==> src/rtl/player_input_ctrl.sv <==
// Player button front end: synchronizes and debounces the four buttons, then turns them into frame-aligned
// move levels, a buffered one-frame jump pulse and a cooldown-gated attack pulse. Define PLAYER_INPUT_SOCD_EN
// to make left+right resolve as last-pressed-wins instead of cancelling out.

module player_input_deb #(
  parameter int DEB_CYCLES = 50000,
  parameter int DEB_W      = 16
) (
  input  logic clk,
  input  logic reset,
  input  logic btn,
  output logic level,
  output logic rise
);
  logic             s1, s2, deb, deb_q;
  logic [DEB_W-1:0] cnt;

  always_ff @(posedge clk) begin
    if (reset) begin
      s1    <= 1'b0;
      s2    <= 1'b0;
      deb   <= 1'b0;
      deb_q <= 1'b0;
      cnt   <= '0;
    end else begin
      s1    <= btn;
      s2    <= s1;
      deb_q <= deb;
      if (s2 == deb)
        cnt <= '0;
      else if (cnt == DEB_W'(DEB_CYCLES - 1)) begin
        deb <= ~deb;
        cnt <= '0;
      end else
        cnt <= cnt + 1'b1;
    end
  end

  assign level = deb;
  assign rise  = deb & ~deb_q;
endmodule

module player_input_ctrl #(
  parameter int DEB_CYCLES      = 50000,
  parameter int DEB_W           = 16,
  parameter int BUFFER_FRAMES   = 4,
  parameter int ATTACK_COOLDOWN = 8
) (
  input  logic clk,
  input  logic reset,
  input  logic SCEN,
  input  logic btn_left,
  input  logic btn_right,
  input  logic btn_jump,
  input  logic btn_attack,
  input  logic jump_active,
  output logic move_left,
  output logic move_right,
  output logic jump,
  output logic attack,
  output logic attack_busy
);
  localparam int NUM_LANES = 4;
  localparam int L = 0, R = 1, J = 2, A = 3;
  localparam int AGE_W = (BUFFER_FRAMES > 1) ? $clog2(BUFFER_FRAMES + 1) : 1;
  localparam int CD_W  = (ATTACK_COOLDOWN > 1) ? $clog2(ATTACK_COOLDOWN) : 1;

  localparam logic [1:0] ST_READY = 2'd0;
  localparam logic [1:0] ST_FIRE  = 2'd1;
  localparam logic [1:0] ST_COOL  = 2'd2;

  logic [NUM_LANES-1:0] btn_raw, lvl, rise;
  assign btn_raw = {btn_attack, btn_jump, btn_right, btn_left};

  genvar g;
  generate
    for (g = 0; g < NUM_LANES; g++) begin : g_deb
      player_input_deb #(.DEB_CYCLES(DEB_CYCLES), .DEB_W(DEB_W)) u_deb (
        .clk   (clk),
        .reset (reset),
        .btn   (btn_raw[g]),
        .level (lvl[g]),
        .rise  (rise[g])
      );
    end
  endgenerate

  logic ml_nxt, mr_nxt;
`ifdef PLAYER_INPUT_SOCD_EN
  // Remembers which direction was pressed most recently; only consulted while both are held.
  logic last_right;
  always_ff @(posedge clk) begin
    if (reset)        last_right <= 1'b0;
    else if (rise[R]) last_right <= 1'b1;
    else if (rise[L]) last_right <= 1'b0;
  end
  always_comb begin
    ml_nxt = lvl[L] & ~(lvl[R] & last_right);
    mr_nxt = lvl[R] & ~(lvl[L] & ~last_right);
  end
`else
  always_comb begin
    ml_nxt = lvl[L] & ~lvl[R];
    mr_nxt = lvl[R] & ~lvl[L];
  end
`endif

  always_ff @(posedge clk) begin
    if (reset) begin
      move_left  <= 1'b0;
      move_right <= 1'b0;
    end else if (SCEN) begin
      move_left  <= ml_nxt;
      move_right <= mr_nxt;
    end
  end

  // Jump buffer: a press while airborne is held for up to BUFFER_FRAMES frames waiting for landing.
  logic             jump_pending;
  logic [AGE_W-1:0] age;

  always_ff @(posedge clk) begin
    if (reset) begin
      jump         <= 1'b0;
      jump_pending <= 1'b0;
      age          <= '0;
    end else begin
      if (SCEN) begin
        jump <= 1'b0;
        if (jump_pending) begin
          if (!jump_active) begin
            jump         <= 1'b1;
            jump_pending <= 1'b0;
            age          <= '0;
          end else if (int'(age) + 1 >= BUFFER_FRAMES) begin
            jump_pending <= 1'b0;
            age          <= '0;
          end else
            age <= age + 1'b1;
        end
      end
      // A fresh press (re)arms the buffer and restarts its age.
      if (rise[J]) begin
        jump_pending <= 1'b1;
        age          <= '0;
      end
    end
  end

  logic [1:0]      atk_st;
  logic [CD_W-1:0] cd_cnt;

  always_ff @(posedge clk) begin
    if (reset) begin
      atk_st      <= ST_READY;
      cd_cnt      <= '0;
      attack      <= 1'b0;
      attack_busy <= 1'b0;
    end else begin
      case (atk_st)
        ST_READY: begin
          if (SCEN)    attack <= 1'b0;
          if (rise[A]) atk_st <= ST_FIRE;
        end
        ST_FIRE: if (SCEN) begin
          attack      <= 1'b1;
          attack_busy <= 1'b1;
          cd_cnt      <= CD_W'((ATTACK_COOLDOWN > 0) ? ATTACK_COOLDOWN - 1 : 0);
          atk_st      <= ST_COOL;
        end
        ST_COOL: if (SCEN) begin
          attack <= 1'b0;
          if (cd_cnt == '0) begin
            attack_busy <= 1'b0;
            atk_st      <= ST_READY;
          end else
            cd_cnt <= cd_cnt - 1'b1;
        end
        default: atk_st <= ST_READY;
      endcase
    end
  end
endmodule

==> config.mk <==
export PLATFORM = sky130hd
export DESIGN_NAME = player_input_ctrl
export DESIGN_NICKNAME = d
export VERILOG_FILES = /design/src/rtl/player_input_ctrl.sv
export SDC_FILE = /design/constraint.sdc
export NUM_CORES = 1
export LEC_CHECK = 0
export CORE_ASPECT_RATIO = 0.7
export CORE_MARGIN = 2
export CORE_UTILIZATION = 44
export CTS_CLUSTER_DIAMETER = 100
export DETAILED_ROUTE_END_ITERATION = 12
export SETUP_SLACK_MARGIN = 0.15
export SYNTH_ARGS = -nofsm -noshare
export SYNTH_HDL_FRONTEND = slang
export SYNTH_SLANG_ARGS = --single-unit
export TNS_END_PERCENT = 1
==> constraint.sdc <==
create_clock -name clk -period 2.7 [get_ports clk]
set_clock_uncertainty 0.2 [all_clocks]
set_input_delay 0.54 -clock clk [delete_from_list [all_inputs] [get_ports clk]]
set_output_delay 0.54 -clock clk [all_outputs]
set_load 0.05 [all_outputs]
* Yosys cells after proc, flatten, opt, wreduce, memory -nomap -nowiden
Index checks and enable logic that the tools add are counted.
Widths: inputs -> output; s select.
** Storage, ports and cells
- Output and inout port bits :: 5
- Bits in registers :: 92
- Bits of input ports :: 8
- Logic and storage cells :: 109
** Cells by class
- $lt $le $gt $ge :: 1
- Reduce and logical (&&, ||, !) cells :: 20
- Multiplexer cells :: 24
- Add/sub/neg operators :: 7
- Eq/ne operators :: 16
- Bitwise operators :: 14
** Operators by type and width (count)
- $add 16x1->16 const B :: 4
- $eq 16x16->1 const B :: 4
- $mux 3 :: 5
- $reduce_and 4->1 :: 3
- $reduce_or 3->1 :: 4
- $mux 1 :: 11
- $not 1->1 :: 10
- $reduce_and 2->1 :: 5
- $mux 2 :: 4
- $ne 2x2->1 const B :: 4
- $pmux 2 s3 :: 1
- $pmux 3 s2 :: 1
- $reduce_bool 2->1 :: 3
- $add 3x1->4 const B :: 1
- $and 1x1->1 :: 4
- $eq 1x1->1 :: 4
- $ge 4x3->1 const B :: 1
- $ne 2x1->1 const B :: 2
- $pmux 1 s2 :: 2
- $reduce_or 2->1 :: 2
- $add 3x1->3 const B :: 1
- $logic_not 3->1 :: 1
- $reduce_and 3->1 :: 1
- $sub 3x1->3 const B :: 1
- other kinds (3) :: 3

* Depth between registers and ports, before layout
- Depth after elaboration :: 7
- Depth in mapped cells :: 7
- Mapped depth without buffers :: 7

* By module
A second synthesis with hierarchy kept.
** Unflattened totals
- Cell total of the unflattened synthesis :: 437
- Area total of the unflattened synthesis :: 4144.0 um2
** By module, submodules not included
- player_input_deb at g_deb[0].u_deb ... :: area each 887.1 um2, cells each 92, seq. area each 400.4 um2, instances 3
- player_input_deb at g_deb[3].u_deb :: area each 852.1 um2, cells each 92, seq. area each 400.4 um2, instances 1
- player_input_ctrl :: area each 630.6 um2, cells each 69, seq. area each 280.3 um2, instances 1

* Least setup slack after synthesis
Ideal clock, no wire load.
- Path type :: register to register
- Start :: register g_deb[3].u_deb.cnt[10]
- End :: register g_deb[3].u_deb.cnt[15]
- Required time :: 2385 ps
- Buffers on the path :: 1
- Data arrival time :: 1819 ps
- Library setup time :: 115 ps
- Cell stages (with the launch flop) :: 6
- Clock period less this slack :: 2133 ps
- Slack :: 567 ps
- Cells stage by stage :: dfxtp_1 or4_1 or4_4 o211ai_4 buf_6 nor2_1
** Between the ends
- Cells in the longest elaborated chain, start to end :: 2
- Elaborated cells on any way between the ends :: 3
- Those cells by class :: add/sub: 1; eq/ne: 1; reduce/logical: 1
** RTL lines
- start: declaration :: line 16 : logic [DEB_W-1:0] cnt;
- start signal: assignment :: line 35 : cnt <= cnt + 1'b1;
- branches (longest 2 deep; another with $add 16x1->16)
Several ways; the timed one is not identified.
A chain may end at the register's enable or synchronous reset.

* Final worst setup path
- Start :: register g_deb[2].u_deb.cnt[11]
- End :: register g_deb[2].u_deb.cnt[10]
** Between the ends
- Cells in the longest elaborated chain, start to end :: 2
** RTL lines
- start: declaration :: line 16
- start signal: assignment :: line 35
- $eq 16x16->1 :: line 31 : else if (cnt == DEB_W'(DEB_CYCLES - 1)) begin
- $reduce_or 3->1 (no line)
Every way passes these cells.

==> flow_summary_export.csv <==
group,metric,value,unit
floorplan,core,0.00844,mm²
layout,drive_above_1_share,5.70,%
sta,finalCriticalPeriod,2.33,ns
sta,rsz0062_at_grt,"no",
layout,fin_util,52.4,%
clock_network,h-tree-depth,3,
floorplan,io_pins,13,
clock_network,cts.hold.buffers_added,0,
clock_network,postCtsSetupBuffers,0,
critical_path,cp_max_fo,16,
synth,syn_area,0.00383,mm²
placement,place_hpwl,4540,µm
sta,worst_slew_pin_slew,0.536,ns
global_routing,antenna_found_initial,0,
floorplan,die_height,82.1,µm
critical_path,worstPathCellList,"or4_1 -> nor4_1 -> or3_1 -> nor2_1",
sta,max_slew_margin,64.3,%
sta,period_share,86.3,%
synth,synthCells,432,
power_and_ir_drop,clockPowerShare,48.1,%
critical_path,path_class,"reg2reg",
route,drtPass1Iterations,4,
synth,synth_edf_count,0,
route,routed_wl,6680,µm
route,ant_nets,0,
floorplan,die-area,0.00948,mm²
layout,layout.nets,466,
clock_network,cts_sinks,92,
route,vias,2863,
critical_path,crit_family,"simple AND/OR/NAND/NOR gates",
clock_network,cts_resized,0,
sta,slew_violations,0,
power_and_ir_drop,ir_drop,0.430,mV
global_routing,grtUsageTotal,15.3,%
placement,place_inst,560,
synth,netlist-cell-type-count,42,
power_and_ir_drop,power.density,618,mW/mm²
critical_path,critPathRequiredTime,2.70,ns
power_and_ir_drop,pwr-share-seq,50.1,%
global_routing,grt_pass1_vias,2516,
power_and_ir_drop,switchingPower,0.000536,W
clock_network,cts_buffer_depth,2,
synth,ys_seq_area_share,48.1,%
outcome,status,"completed",
power_and_ir_drop,combPwrFrac,1.9,%
placement,gp_congestion,0.778,
job,max_cap_violations,0,
sta,holdWs,0.235,ns
critical_path,start_kind,"flip-flop",
clock_network,cts_tree,"yes",
placement,port_buffers,12,
layout,instances_no_fill,576,
synth,ys_seq_elements,92,
route,wl_per_cell,11.6,µm
synth,synth-async-reset-ratio,0,%
critical_path,worstPathArrival,2.33,ns
critical_path,critPathBufInv,0,
route,drc,0,
synth,yosysWarnings,0,
route,drtIter0Drc,158,
clock_network,cts_buffers,9,
sta,hold_viol,0,
worst_hold_path,hp-class,"reg2reg",
global_routing,grt_max_degree,29,
floorplan,die_width,116,µm
route,vias_per_cell,4.97,
floorplan,start_util,45.4,%
clock_network,clk_latency,0.34,ns
layout,area_growth,15.4,%
power_and_ir_drop,p_sw_share,19.6,%
sta,fmax,0.429,GHz
power_and_ir_drop,power_report.internal_total,0.00220,W
clock_network,cts-root-buf,"clkbuf_16",
critical_path,cp-end-kind,"flip-flop",
global_routing,grt-ovfl-total,0,
layout,fillers,804,
sta,setup_tns,0,ns
synth,ys.flop_type,"dfxtp_1",
synth,synth_nets,447,
power_and_ir_drop,finalPower,0.00273,W
synth,avgSynthCellArea,8.87,µm²
floorplan,core.rowCount,28,
clock_network,clkTransAtPathRegs,0.06,ns
global_routing,grt_pass1_wl,11400,µm
layout,antenna_cells,0,
power_and_ir_drop,p_leak,1.34,nW
critical_path,slowest_stage,"or4_1",
sta,setup_viol,0,
critical_path,max_stage_delay,0.53,ns
==> registers in the layout (all words and copies together), names as in the netlist, 2 cells and up <==
signal	flops
age	3
atk_st	2
g_deb.u_deb.level	4
cd_cnt	3
g_deb.u_deb.deb_q	2
g_deb.u_deb.s2	4
g_deb.u_deb.cnt	64
g_deb.u_deb.s1	4
==> per-layer routing <==
layer  track usage (%)  up-vias  routed length [µm]
met2              22.8       49                2780
met5                 0        -                   0
met3              5.68        8                 299
met4              5.42        0                  78
met1              20.4     1302                3520
li1                  -     1504                   -
==> power by group through the flow <==
stage | clock [W] | sequential [W] | combinational [W]
2_1_floorplan | 0 | 0.00140 | 0.0000266
3_5_place_dp | 0 | 0.00140 | 0.0000515
6_report | 0.00131 | 0.00137 | 0.0000507
4_1_cts | 0.00136 | 0.00137 | 0.0000516
5_1_grt | 0.00142 | 0.00137 | 0.0000561
3_3_place_gp | 0 | 0.00140 | 0.0000507
==> cells by family (layout without fill, tap and decap cells) <==
group	after synthesis	after routing	synth area share (%)
AOI/OAI and AO/OA	25	25	4.47
xor gates and xnor gates	59	59	13.5
adders and majority gates	7	7	2.29
buffers and inverters	29	53	3.10
DFF	92	92	48.1
muxes	3	3	0.816
and+or+nand+nor	217	217	27.8
==> path summary, 6_finish.rpt <==
check                           slack, ns                   start                     end  cells after the start
worst max register to register       0.37  g_deb[2].u_deb.cnt[11]  g_deb[2].u_deb.cnt[10]                      4
worst min register to register       0.24       g_deb[3].u_deb.s1       g_deb[3].u_deb.s2                      1
worst min-delay path                 0.24       g_deb[3].u_deb.s1       g_deb[3].u_deb.s2                      1
worst max-delay path                 0.37  g_deb[2].u_deb.cnt[11]  g_deb[2].u_deb.cnt[10]                      4
==> cells in the mapped netlist, types with 2 or more instances <==
library cell	count	area, µm²
ha_1	7	87.6
inv_1	21	78.8
nor3_1	18	90.1
or2_2	2	12.5
clkbuf_1	5	18.8
dfxtp_1	92	1840
xor2_1	6	52.6
nand2_1	22	82.6
nor2b_1	12	75.1
nor2_1	87	327
or4_1	2	15.0
a221oi_1	2	17.5
nand4_1	15	93.8
mux2i_1	2	20.0
nand3_1	22	110
nor4_1	21	131
nor3b_1	2	15.0
xnor2_1	53	464
and3_1	3	18.8
or3_1	2	12.5
nor4bb_1	2	20.0
o21ai_0	5	25.0
a21oi_1	10	50.1
==> worst reg2reg max path, delay by kind of cell (launching register included) <==
| kind | cells | cell delay (ns) |
|---|---|---|
| AND/OR/NAND/NOR | 4 | 1.63 |
| flip-flops | 1 | 0.36 |
==> layout by cell type (no fill, tap or decap), types with 9 or more instances in the layout <==
master,count
nor2_1,87
clkbuf_16,9
nor4_1,21
nand2_1,22
nand4_1,15
nand3_1,22
inv_1,21
nor3_1,18
a21oi_1,10
nor2b_1,12
dfxtp_1,92
clkdlybuf4s50_1,12
xnor2_1,53
==> final cells by class <==
type	count	area, µm²	area share (%)
multi-input cells	311	1870	42.3
well taps	120	150	3.39
repair buffers	16	163	3.68
clock buffers	10	229	5.18
flip-flops and latches	92	1840	41.6
inverters	21	78.8	1.78
clock inverters	6	88.8	2.01
==> per-stage QoR <==
stage                     cell area (µm²)  worst slack, ns
after global routing                 4420            0.229
final                                4420            0.369
after floorplan                      3830            0.567
after CTS                            4420            0.371
after detailed placement             4110            0.377
after global placement               4110            0.423
(Power assumes the default switching activity.)
